### src/rtl/ctrl_pipeline_if.sv
// ID-side control bundle and pipeline control outputs of the MIPS control path.
// The master modport drives the decoded ID bundle; the slave modport is the pipeline.
interface ctrl_pipeline_if #(
  parameter int unsigned CNT_W = 16
);
  logic             id_valid;
  logic             id_reg_dst;
  logic             id_branch;
  logic             id_mem_read;
  logic             id_mem_2_reg;
  logic             id_mem_write;
  logic             id_alu_src;
  logic             id_reg_write;
  logic             id_jump;
  logic [1:0]       id_alu_op;
  logic [4:0]       id_rs;
  logic [4:0]       id_rt;
  logic [4:0]       id_rd;
  logic             mem_zero;

  logic [1:0]       ex_alu_op;
  logic             ex_alu_src;
  logic             ex_mem_read;
  logic [4:0]       ex_wreg;
  logic             mem_branch;
  logic             mem_mem_read;
  logic             mem_mem_write;
  logic [4:0]       mem_wreg;
  logic             wb_reg_write;
  logic             wb_mem_2_reg;
  logic [4:0]       wb_wreg;
  logic             stall;
  logic             flush_if_id;
  logic             pc_src;
  logic [CNT_W-1:0] stall_cnt;
  logic [CNT_W-1:0] flush_cnt;

  modport master (
    output id_valid, id_reg_dst, id_branch, id_mem_read, id_mem_2_reg, id_mem_write,
           id_alu_src, id_reg_write, id_jump, id_alu_op, id_rs, id_rt, id_rd, mem_zero,
    input  ex_alu_op, ex_alu_src, ex_mem_read, ex_wreg, mem_branch, mem_mem_read,
           mem_mem_write, mem_wreg, wb_reg_write, wb_mem_2_reg, wb_wreg, stall,
           flush_if_id, pc_src, stall_cnt, flush_cnt
  );

  modport slave (
    input  id_valid, id_reg_dst, id_branch, id_mem_read, id_mem_2_reg, id_mem_write,
           id_alu_src, id_reg_write, id_jump, id_alu_op, id_rs, id_rt, id_rd, mem_zero,
    output ex_alu_op, ex_alu_src, ex_mem_read, ex_wreg, mem_branch, mem_mem_read,
           mem_mem_write, mem_wreg, wb_reg_write, wb_mem_2_reg, wb_wreg, stall,
           flush_if_id, pc_src, stall_cnt, flush_cnt
  );
endinterface

### src/rtl/ctrl_pipeline.sv
// ID/EX, EX/MEM and MEM/WB control registers with load-use stall, branch/jump
// flush generation and saturating stall/flush event counters.
module ctrl_pipeline #(
  parameter int unsigned CNT_W = 16
) (
  input  logic          clk,
  input  logic          arst_n,
  input  logic          enable,
  ctrl_pipeline_if.slave bus
);
  // Controls carried down the pipe that are not visible as outputs.
  logic ex_branch;
  logic ex_mem_write;
  logic ex_reg_write;
  logic ex_mem_2_reg;
  logic mem_reg_write;
  logic mem_mem_2_reg;

  logic hazard;
  logic id_bubble;

  always_comb begin
    hazard = bus.ex_mem_read && (bus.ex_wreg != '0) && bus.id_valid && !bus.id_jump &&
             ((bus.ex_wreg == bus.id_rs) ||
              ((bus.ex_wreg == bus.id_rt) && (!bus.id_alu_src || bus.id_mem_write)));
    bus.pc_src      = bus.mem_branch & bus.mem_zero;
    bus.stall       = hazard & ~bus.pc_src;
    bus.flush_if_id = bus.pc_src | (bus.id_valid & bus.id_jump & ~bus.stall);
    id_bubble       = !bus.id_valid || bus.stall || bus.pc_src;
  end

  always_ff @(posedge clk or negedge arst_n) begin
    if (!arst_n) begin
      bus.ex_alu_op     <= '0;
      bus.ex_alu_src    <= 1'b0;
      bus.ex_mem_read   <= 1'b0;
      bus.ex_wreg       <= '0;
      ex_branch         <= 1'b0;
      ex_mem_write      <= 1'b0;
      ex_reg_write      <= 1'b0;
      ex_mem_2_reg      <= 1'b0;
      bus.mem_branch    <= 1'b0;
      bus.mem_mem_read  <= 1'b0;
      bus.mem_mem_write <= 1'b0;
      bus.mem_wreg      <= '0;
      mem_reg_write     <= 1'b0;
      mem_mem_2_reg     <= 1'b0;
      bus.wb_reg_write  <= 1'b0;
      bus.wb_mem_2_reg  <= 1'b0;
      bus.wb_wreg       <= '0;
      bus.stall_cnt     <= '0;
      bus.flush_cnt     <= '0;
    end else if (enable) begin
      if (id_bubble) begin
        bus.ex_alu_op   <= '0;
        bus.ex_alu_src  <= 1'b0;
        bus.ex_mem_read <= 1'b0;
        bus.ex_wreg     <= '0;
        ex_branch       <= 1'b0;
        ex_mem_write    <= 1'b0;
        ex_reg_write    <= 1'b0;
        ex_mem_2_reg    <= 1'b0;
      end else begin
        bus.ex_alu_op   <= bus.id_alu_op;
        bus.ex_alu_src  <= bus.id_alu_src;
        bus.ex_mem_read <= bus.id_mem_read;
        bus.ex_wreg     <= bus.id_reg_dst ? bus.id_rd : bus.id_rt;
        ex_branch       <= bus.id_branch;
        ex_mem_write    <= bus.id_mem_write;
        ex_reg_write    <= bus.id_reg_write;
        ex_mem_2_reg    <= bus.id_mem_2_reg;
      end

      // A taken branch in MEM squashes the instruction currently in EX.
      if (bus.pc_src) begin
        bus.mem_branch    <= 1'b0;
        bus.mem_mem_read  <= 1'b0;
        bus.mem_mem_write <= 1'b0;
        bus.mem_wreg      <= '0;
        mem_reg_write     <= 1'b0;
        mem_mem_2_reg     <= 1'b0;
      end else begin
        bus.mem_branch    <= ex_branch;
        bus.mem_mem_read  <= bus.ex_mem_read;
        bus.mem_mem_write <= ex_mem_write;
        bus.mem_wreg      <= bus.ex_wreg;
        mem_reg_write     <= ex_reg_write;
        mem_mem_2_reg     <= ex_mem_2_reg;
      end

      bus.wb_reg_write <= mem_reg_write;
      bus.wb_mem_2_reg <= mem_mem_2_reg;
      bus.wb_wreg      <= bus.mem_wreg;

      if (bus.stall && (bus.stall_cnt != '1))
        bus.stall_cnt <= bus.stall_cnt + 1'b1;
      if (bus.flush_if_id && (bus.flush_cnt != '1))
        bus.flush_cnt <= bus.flush_cnt + 1'b1;
    end
  end
endmodule

### src/flat_wrapper.sv
// flat-port wrapper written by rule: the top's interface ports become plain ports
module ctrl_pipeline_flat 
#(
  parameter int unsigned CNT_W = 16
)
  (clk, arst_n, enable, bus_id_valid, bus_id_reg_dst, bus_id_branch, bus_id_mem_read, bus_id_mem_2_reg, bus_id_mem_write, bus_id_alu_src, bus_id_reg_write, bus_id_jump, bus_id_alu_op, bus_id_rs, bus_id_rt, bus_id_rd, bus_mem_zero, bus_ex_alu_op, bus_ex_alu_src, bus_ex_mem_read, bus_ex_wreg, bus_mem_branch, bus_mem_mem_read, bus_mem_mem_write, bus_mem_wreg, bus_wb_reg_write, bus_wb_mem_2_reg, bus_wb_wreg, bus_stall, bus_flush_if_id, bus_pc_src, bus_stall_cnt, bus_flush_cnt);
  ctrl_pipeline_if #(.CNT_W(CNT_W)) bus_i ();
  input  logic clk;
  input  logic arst_n;
  input  logic enable;
  input wire logic [$bits(bus_i.id_valid)-1:0] bus_id_valid;
  input wire logic [$bits(bus_i.id_reg_dst)-1:0] bus_id_reg_dst;
  input wire logic [$bits(bus_i.id_branch)-1:0] bus_id_branch;
  input wire logic [$bits(bus_i.id_mem_read)-1:0] bus_id_mem_read;
  input wire logic [$bits(bus_i.id_mem_2_reg)-1:0] bus_id_mem_2_reg;
  input wire logic [$bits(bus_i.id_mem_write)-1:0] bus_id_mem_write;
  input wire logic [$bits(bus_i.id_alu_src)-1:0] bus_id_alu_src;
  input wire logic [$bits(bus_i.id_reg_write)-1:0] bus_id_reg_write;
  input wire logic [$bits(bus_i.id_jump)-1:0] bus_id_jump;
  input wire logic [$bits(bus_i.id_alu_op)-1:0] bus_id_alu_op;
  input wire logic [$bits(bus_i.id_rs)-1:0] bus_id_rs;
  input wire logic [$bits(bus_i.id_rt)-1:0] bus_id_rt;
  input wire logic [$bits(bus_i.id_rd)-1:0] bus_id_rd;
  input wire logic [$bits(bus_i.mem_zero)-1:0] bus_mem_zero;
  output wire logic [$bits(bus_i.ex_alu_op)-1:0] bus_ex_alu_op;
  output wire logic [$bits(bus_i.ex_alu_src)-1:0] bus_ex_alu_src;
  output wire logic [$bits(bus_i.ex_mem_read)-1:0] bus_ex_mem_read;
  output wire logic [$bits(bus_i.ex_wreg)-1:0] bus_ex_wreg;
  output wire logic [$bits(bus_i.mem_branch)-1:0] bus_mem_branch;
  output wire logic [$bits(bus_i.mem_mem_read)-1:0] bus_mem_mem_read;
  output wire logic [$bits(bus_i.mem_mem_write)-1:0] bus_mem_mem_write;
  output wire logic [$bits(bus_i.mem_wreg)-1:0] bus_mem_wreg;
  output wire logic [$bits(bus_i.wb_reg_write)-1:0] bus_wb_reg_write;
  output wire logic [$bits(bus_i.wb_mem_2_reg)-1:0] bus_wb_mem_2_reg;
  output wire logic [$bits(bus_i.wb_wreg)-1:0] bus_wb_wreg;
  output wire logic [$bits(bus_i.stall)-1:0] bus_stall;
  output wire logic [$bits(bus_i.flush_if_id)-1:0] bus_flush_if_id;
  output wire logic [$bits(bus_i.pc_src)-1:0] bus_pc_src;
  output wire logic [$bits(bus_i.stall_cnt)-1:0] bus_stall_cnt;
  output wire logic [$bits(bus_i.flush_cnt)-1:0] bus_flush_cnt;
  assign bus_i.id_valid = bus_id_valid;
  assign bus_i.id_reg_dst = bus_id_reg_dst;
  assign bus_i.id_branch = bus_id_branch;
  assign bus_i.id_mem_read = bus_id_mem_read;
  assign bus_i.id_mem_2_reg = bus_id_mem_2_reg;
  assign bus_i.id_mem_write = bus_id_mem_write;
  assign bus_i.id_alu_src = bus_id_alu_src;
  assign bus_i.id_reg_write = bus_id_reg_write;
  assign bus_i.id_jump = bus_id_jump;
  assign bus_i.id_alu_op = bus_id_alu_op;
  assign bus_i.id_rs = bus_id_rs;
  assign bus_i.id_rt = bus_id_rt;
  assign bus_i.id_rd = bus_id_rd;
  assign bus_i.mem_zero = bus_mem_zero;
  assign bus_ex_alu_op = bus_i.ex_alu_op;
  assign bus_ex_alu_src = bus_i.ex_alu_src;
  assign bus_ex_mem_read = bus_i.ex_mem_read;
  assign bus_ex_wreg = bus_i.ex_wreg;
  assign bus_mem_branch = bus_i.mem_branch;
  assign bus_mem_mem_read = bus_i.mem_mem_read;
  assign bus_mem_mem_write = bus_i.mem_mem_write;
  assign bus_mem_wreg = bus_i.mem_wreg;
  assign bus_wb_reg_write = bus_i.wb_reg_write;
  assign bus_wb_mem_2_reg = bus_i.wb_mem_2_reg;
  assign bus_wb_wreg = bus_i.wb_wreg;
  assign bus_stall = bus_i.stall;
  assign bus_flush_if_id = bus_i.flush_if_id;
  assign bus_pc_src = bus_i.pc_src;
  assign bus_stall_cnt = bus_i.stall_cnt;
  assign bus_flush_cnt = bus_i.flush_cnt;
  ctrl_pipeline #(.CNT_W(CNT_W)) u_core (.clk(clk), .arst_n(arst_n), .enable(enable), .bus(bus_i));
endmodule
### config.mk
export PLATFORM = sky130hd
export DESIGN_NAME = ctrl_pipeline_flat
export DESIGN_NICKNAME = d
export VERILOG_FILES = /design/src/rtl/ctrl_pipeline_if.sv /design/src/rtl/ctrl_pipeline.sv /design/src/flat_wrapper.sv
export SDC_FILE = /design/constraint.sdc
export NUM_CORES = 1
export LEC_CHECK = 0
export CAP_MARGIN = 20
export CORE_MARGIN = 1.5
export CORE_UTILIZATION = 48
export CTS_BUF_LIST = sky130_fd_sc_hd__clkbuf_8
export CTS_CLUSTER_SIZE = 12
export DETAILED_ROUTE_END_ITERATION = 8
export HOLD_SLACK_MARGIN = 0.05
export PLACE_DENSITY = 0.83
export SYNTH_ARGS = -nofsm -noshare
export SYNTH_HDL_FRONTEND = slang
export SYNTH_SLANG_ARGS = --single-unit
### constraint.sdc
create_clock -name clk -period 2.46 [get_ports clk]
set_input_delay 0.369 -clock clk [delete_from_list [all_inputs] [get_ports clk]]
set_output_delay 0.369 -clock clk [all_outputs]
set_load 0.01 [all_outputs]
# Word-level counts from Yosys, hierarchy flattened
# Cells that the tools add are included.
totals:
  output_inout_bits: 59
  inputBits: 30
  word_cells: 64
  register_bits: 62
op_classes:
  n_eq_ne: 4
  n_addsub: 2
  n_bitwise: 7
  n_reduce_logical: 17
  n_mux: 15
ops:
  columns: ["cell", "n"]
  rows:
  - ["16-bit by 1-bit adder with 16-bit output (second input constant)", 2]
  - ["16-bit != test (second input constant)", 2]
  - ["5-bit 2-to-1 mux", 3]
  - ["1-bit 2-to-1 mux", 11]
  - ["5-bit == test", 2]
  - ["1-bit logical AND", 7]
  - ["5-bit nonzero test", 1]
  - ["1-bit AND", 4]
  - ["1-bit logical OR", 4]
  - ["2-bit AND reduction", 2]
  - ["1-bit logical NOT", 3]
  - ["2-bit 2-to-1 mux", 1]
  - ["1-bit NOT", 2]
  - ["1-bit OR", 1]

# Logic depth before layout (Yosys ltp)
logic_depth:
  ltp_word: 11
  depth_mapped: 8
  ltp_nobuf: 7

# Worst setup path before layout
# Ideal clock, no wire load.
synth_path:
  kind: "reg2reg"
  start: "reg u_core.bus.ex_wreg[4]"
  end: "reg u_core.bus.stall_cnt[5] (netlist name)"
  arrival_ns: 1.783
  path_stages_with_launch: 7
  setup_ns: 0.126
  period_less_slack_ns: 1.909
  slack_ns: 0.551
  path_buffers: 0
  t_required_ns: 2.334
  path_cell_list: "dfrtp_1 > xor2_1 > nor4_1 > a22oi_2 > nor4_1 > nand3_1 > xnor2_1"
synth_via:
  elab_chain_cells: 8
  word_cells_on_any_way: 12
  cone_classes: "eq/ne (2); bitwise (1); reduce/logical (9)"
synth_lines:
  columns: ["item", "line", "rtl"]
  rows:
  - ["from (decl)", "ctrl_pipeline_if.sv:49", "output ex_alu_op, ex_alu_src, ex_mem_read, ex_wreg, mem_branch, mem_mem_read,"]
  - ["from (signal assigned)", "ctrl_pipeline.sv:67", "bus.ex_wreg <= bus.id_reg_dst ? bus.id_rd : bus.id_rt;"]
  - ["5-bit nonzero test", "ctrl_pipeline.sv:23", "hazard = bus.ex_mem_read && (bus.ex_wreg != '0) && bus.id_valid && !bus.id_jump &&"]
  - ["1-bit logical AND (3 in a row)", "ctrl_pipeline.sv:23", null]
  - ["1-bit logical AND (*)", "ctrl_pipeline.sv:23", null]
  - ["1-bit AND (*)", "ctrl_pipeline.sv:27", "bus.stall = hazard & ~bus.pc_src;"]
  - ["1-bit logical AND (*)", "ctrl_pipeline.sv:95", "if (bus.stall && (bus.stall_cnt != '1))"]
  - ["2-bit AND reduction (no source line) (*)", null, null]
  - ["to (signal assigned)", "ctrl_pipeline.sv:96", "bus.stall_cnt <= bus.stall_cnt + 1'b1;"]
  - ["to (decl)", "ctrl_pipeline_if.sv:51", "flush_if_id, pc_src, stall_cnt, flush_cnt"]
# Every way passes the cells marked *; elsewhere a longest branch is shown, timed or not.
# A chain may end at the register's enable or synchronous reset.

# Worst setup path in the final report
layout_path:
  start: "in bus_id_rt[4]"
  end: "out bus_stall"
layout_via:
  elab_chain_cells: 5
layout_lines:
  columns: ["item", "line", "rtl"]
  rows:
  - ["from (decl)", "flat_wrapper.sv:22", "input wire logic [$bits(bus_i.id_rt)-1:0] bus_id_rt;"]
  - ["5-bit == test", "ctrl_pipeline.sv:25", "((bus.ex_wreg == bus.id_rt) && (!bus.id_alu_src || bus.id_mem_write)));"]
  - ["1-bit logical AND", "ctrl_pipeline.sv:25", null]
  - ["1-bit logical OR", "ctrl_pipeline.sv:24", "((bus.ex_wreg == bus.id_rs) ||"]
  - ["1-bit logical AND", "ctrl_pipeline.sv:23", null]
  - ["1-bit AND", "ctrl_pipeline.sv:27", null]
  - ["to (decl)", "flat_wrapper.sv:36", "output wire logic [$bits(bus_i.stall)-1:0] bus_stall;"]
# No other way between the ends.

==> metrics.cfg <==
[timing]
setup_viol=0
max-slew-margin-rel=0.484
finalHoldWorstSlack_ns=0.186
slew_violations=0
worst_slew_pin_slew_ns=0.774
tns_ns=0
fmax_ghz=0.423
rsz0062_at_grt=no
finalHoldViolations=0
final.setup_skew_ns=0.00694
period_minus_slack_ns=2.36
layout_worst_path_cycle_share=0.960

[min_path]
hold_path.class=in -> async

[logic_synthesis]
synth_nets=266
ys_types=32
ys_seq_elements=62
syn_avg_cell_area_um2=11.8
ys_seq_area_frac=0.561
syn-cell-area_mm2=0.00277
synth_warnings=0
synthCells=234

[power_and_ir_drop]
power_mw=2.55
ir_drop_mv=0.380
p_per_area_mw_per_mm2=637
p_leak_nw=1.77

[clocking]
cts-root-buf=clkbuf_8
clk_path_buf_depth=2
cts.sinks=62
cts_hold_buf=0
cts_tree=built
h-tree-depth=3
numCtsBuffers=9
postCtsSetupBuffers=0
clk_latency_ns=0.33
clkTransAtPathRegs_ns=0.07

[layout]
syn_to_final_growth_pct=45.0
design_area_mm2=0.00401
top_regs=u_core.bus.flush_cnt (16), u_core.bus.stall_cnt (16)
n_fill_cell=429
layout.nets=374
layout-drive-gt1-share=0.133
insertedDiodeCount=0

[job]
drv_cap=0

[worst_setup_path]
cp-start-kind=input port
startpoint=bus_id_rt[4]
crit_path_end=bus_stall
cp.required_ns=2.09
critPathMaxStageDelay_ns=0.43
reg2reg_depth=8
timing.rr.end=u_core.bus.stall_cnt[15]$_DFFE_PN0P_
critical-path-top-delay-family=buffers and inverters
cp.buffers_inverters=2
slowest_stage=clkdlybuf4s50_1
r2r-start=u_core.bus.ex_wreg[1]$_DFFE_PN0P_
crit_type=in -> out
cp-end-kind=primary output
worstPathMaxFanout=3
path_depth=7
r2r_slack_ns=0.35
arrival_ns=1.99
cp_cell_sequence=clkdlybuf4s50_1 -> xor2_1 -> nor4_2 -> a22oi_2 -> nor2_2 -> and2_1 -> dlygate4sd2_1

[global_routing]
grt_util_all_layers=0.226
grt_pass1_vias=2208
grt_max_degree=63
gr-total-overflow=0
grt_pass1_wl_um=10700
antenna_found_initial=0

[run_status]
outcome=finished clean

[placement]
dpl-instance-area_mm2=0.00382
place_hpwl_um=4770
gp_congestion=0.889
io_buffers=88

[die]
initial_core_util=0.499
die_h_um=78.9
ios=89
num_rows=27
core_area_mm2=0.00554
chipWidth_um=78.9
dieArea_mm2=0.00623

[routing]
drt_first_pass_iters=4
vias_per_cell=5.36
drtIter0Drc=93
via_count=2245
drc=0
wl_per_cell_um=15.8
drtAntennaViolNets=0
routed_wl_um=6630

==> per-stage QoR <==
| stage | worst slack (ns) | utilization | cells |
|---|---|---|---|
| 3_5_place_dp | -0.306 | 0.690 | 403 |
| 5_1_grt | 0.0141 | 0.724 | 419 |
| 4_1_cts | 0.0458 | 0.724 | 419 |
| 2_1_floorplan | 0.551 | - | 234 |
| 6_report | 0.0983 | 0.724 | 419 |
| 3_3_place_gp | -0.267 | 0.690 | 403 |
==> per-layer routing <==
layer,vias to the layer above,routed length (um),global-route usage
li1,1049,-,-
met1,1122,2960,0.301
met2,64,3230,0.353
met5,-,0,0
met3,10,297,0.0414
met4,0,136,0.116
==> layout make-up <==
cell class,instances,area (um2),share of cell area
timing repair buffer,104,995,0.248
sequential,62,1550,0.387
multi-input combinational,162,1180,0.295
clock buffer,9,124,0.0309
clock inverter,7,57.6,0.0144
inverter,3,11.3,0.00281
tap,72,90.1,0.0225
==> cells in the final DEF (no fill, tap or decap), types with 11 or more instances in the layout <==
| cell type | count |
|---|---|
| buf_4 | 16 |
| clkdlybuf4s50_1 | 86 |
| dfrtp_1 | 62 |
| nand2_1 | 27 |
| nand3_1 | 13 |
| nand4_1 | 11 |
| o2bb2ai_1 | 14 |
| xnor2_1 | 25 |
| xor2_1 | 15 |
==> worst min-delay path by stage <==
stage,depth (start not counted),start,end,slack [ns]
4_1_cts,2,arst_n,u_core.bus.wb_wreg[4]$_DFFE_PN0P_,0.22
6_report,2,arst_n,u_core.bus.mem_wreg[4]$_DFFE_PN0P_,0.19
3_3_place_gp,1,u_core.mem_mem_2_reg$_DFFE_PN0P_,u_core.mem_mem_2_reg$_DFFE_PN0P_,0.46
2_1_floorplan,0,arst_n,u_core.bus.ex_alu_op[0]$_DFFE_PN0P_,0.07
5_1_grt,2,arst_n,u_core.bus.stall_cnt[12]$_DFFE_PN0P_,0.26
3_5_place_dp,1,u_core.mem_reg_write$_DFFE_PN0P_,u_core.mem_reg_write$_DFFE_PN0P_,0.48
==> synth_stat cells (all sizes together) <==
master	number	area [um2]
mux2	9	101
nor2	9	33.8
a21oi	1	5.00
or3	1	6.26
a31oi	1	6.26
a41oi	1	16.3
dfrtp	62	1550
and4	2	17.5
o21ai	1	5.00
xnor2	25	219
a22oi	1	12.5
a211o	1	8.76
nor3	6	46.3
nand2b	1	6.26
and2	1	6.26
nand3	13	65.1
buf	4	18.8
xor2	15	131
o2bb2ai	14	123
mux2i	5	50.1
a22o	8	70.1
nor4	3	18.8
inv	3	11.3
nand4	11	68.8
ha	2	25.0
and3	3	18.8
a41o	1	10.0
clkbuf	3	11.3
nand2	27	101
==> power breakdown <==
group | switching, mW | leakage [nW] | total [mW] | internal [mW]
logic | 0.210 | 0.836 | 0.509 | 0.299
clock network | 0.386 | 0.105 | 0.840 | 0.453
registers | 0.0927 | 0.834 | 1.21 | 1.11
==> kinds of logic (layout without fill, tap and decap cells) <==
family                   Yosys count  after routing  share of synthesized area
AO/OA/AOI/OAI                     29             29                     0.0928
XOR/XNOR                          40             40                      0.127
adder cells (fa/ha/maj)            2              2                    0.00905
buffers and inverters             10            123                     0.0149
flip-flops                        62             62                      0.561
multiplexers                      14             14                     0.0548
AND/OR/NAND/NOR                   77             77                      0.141
==> timing repair <==
item                                    4_1_cts  5_1_grt
endpoints found under the setup margin        1        1
gates resized for setup                       3        0
pin swaps                                     1        1
Note: power is estimated with default switching activity, not from simulation.
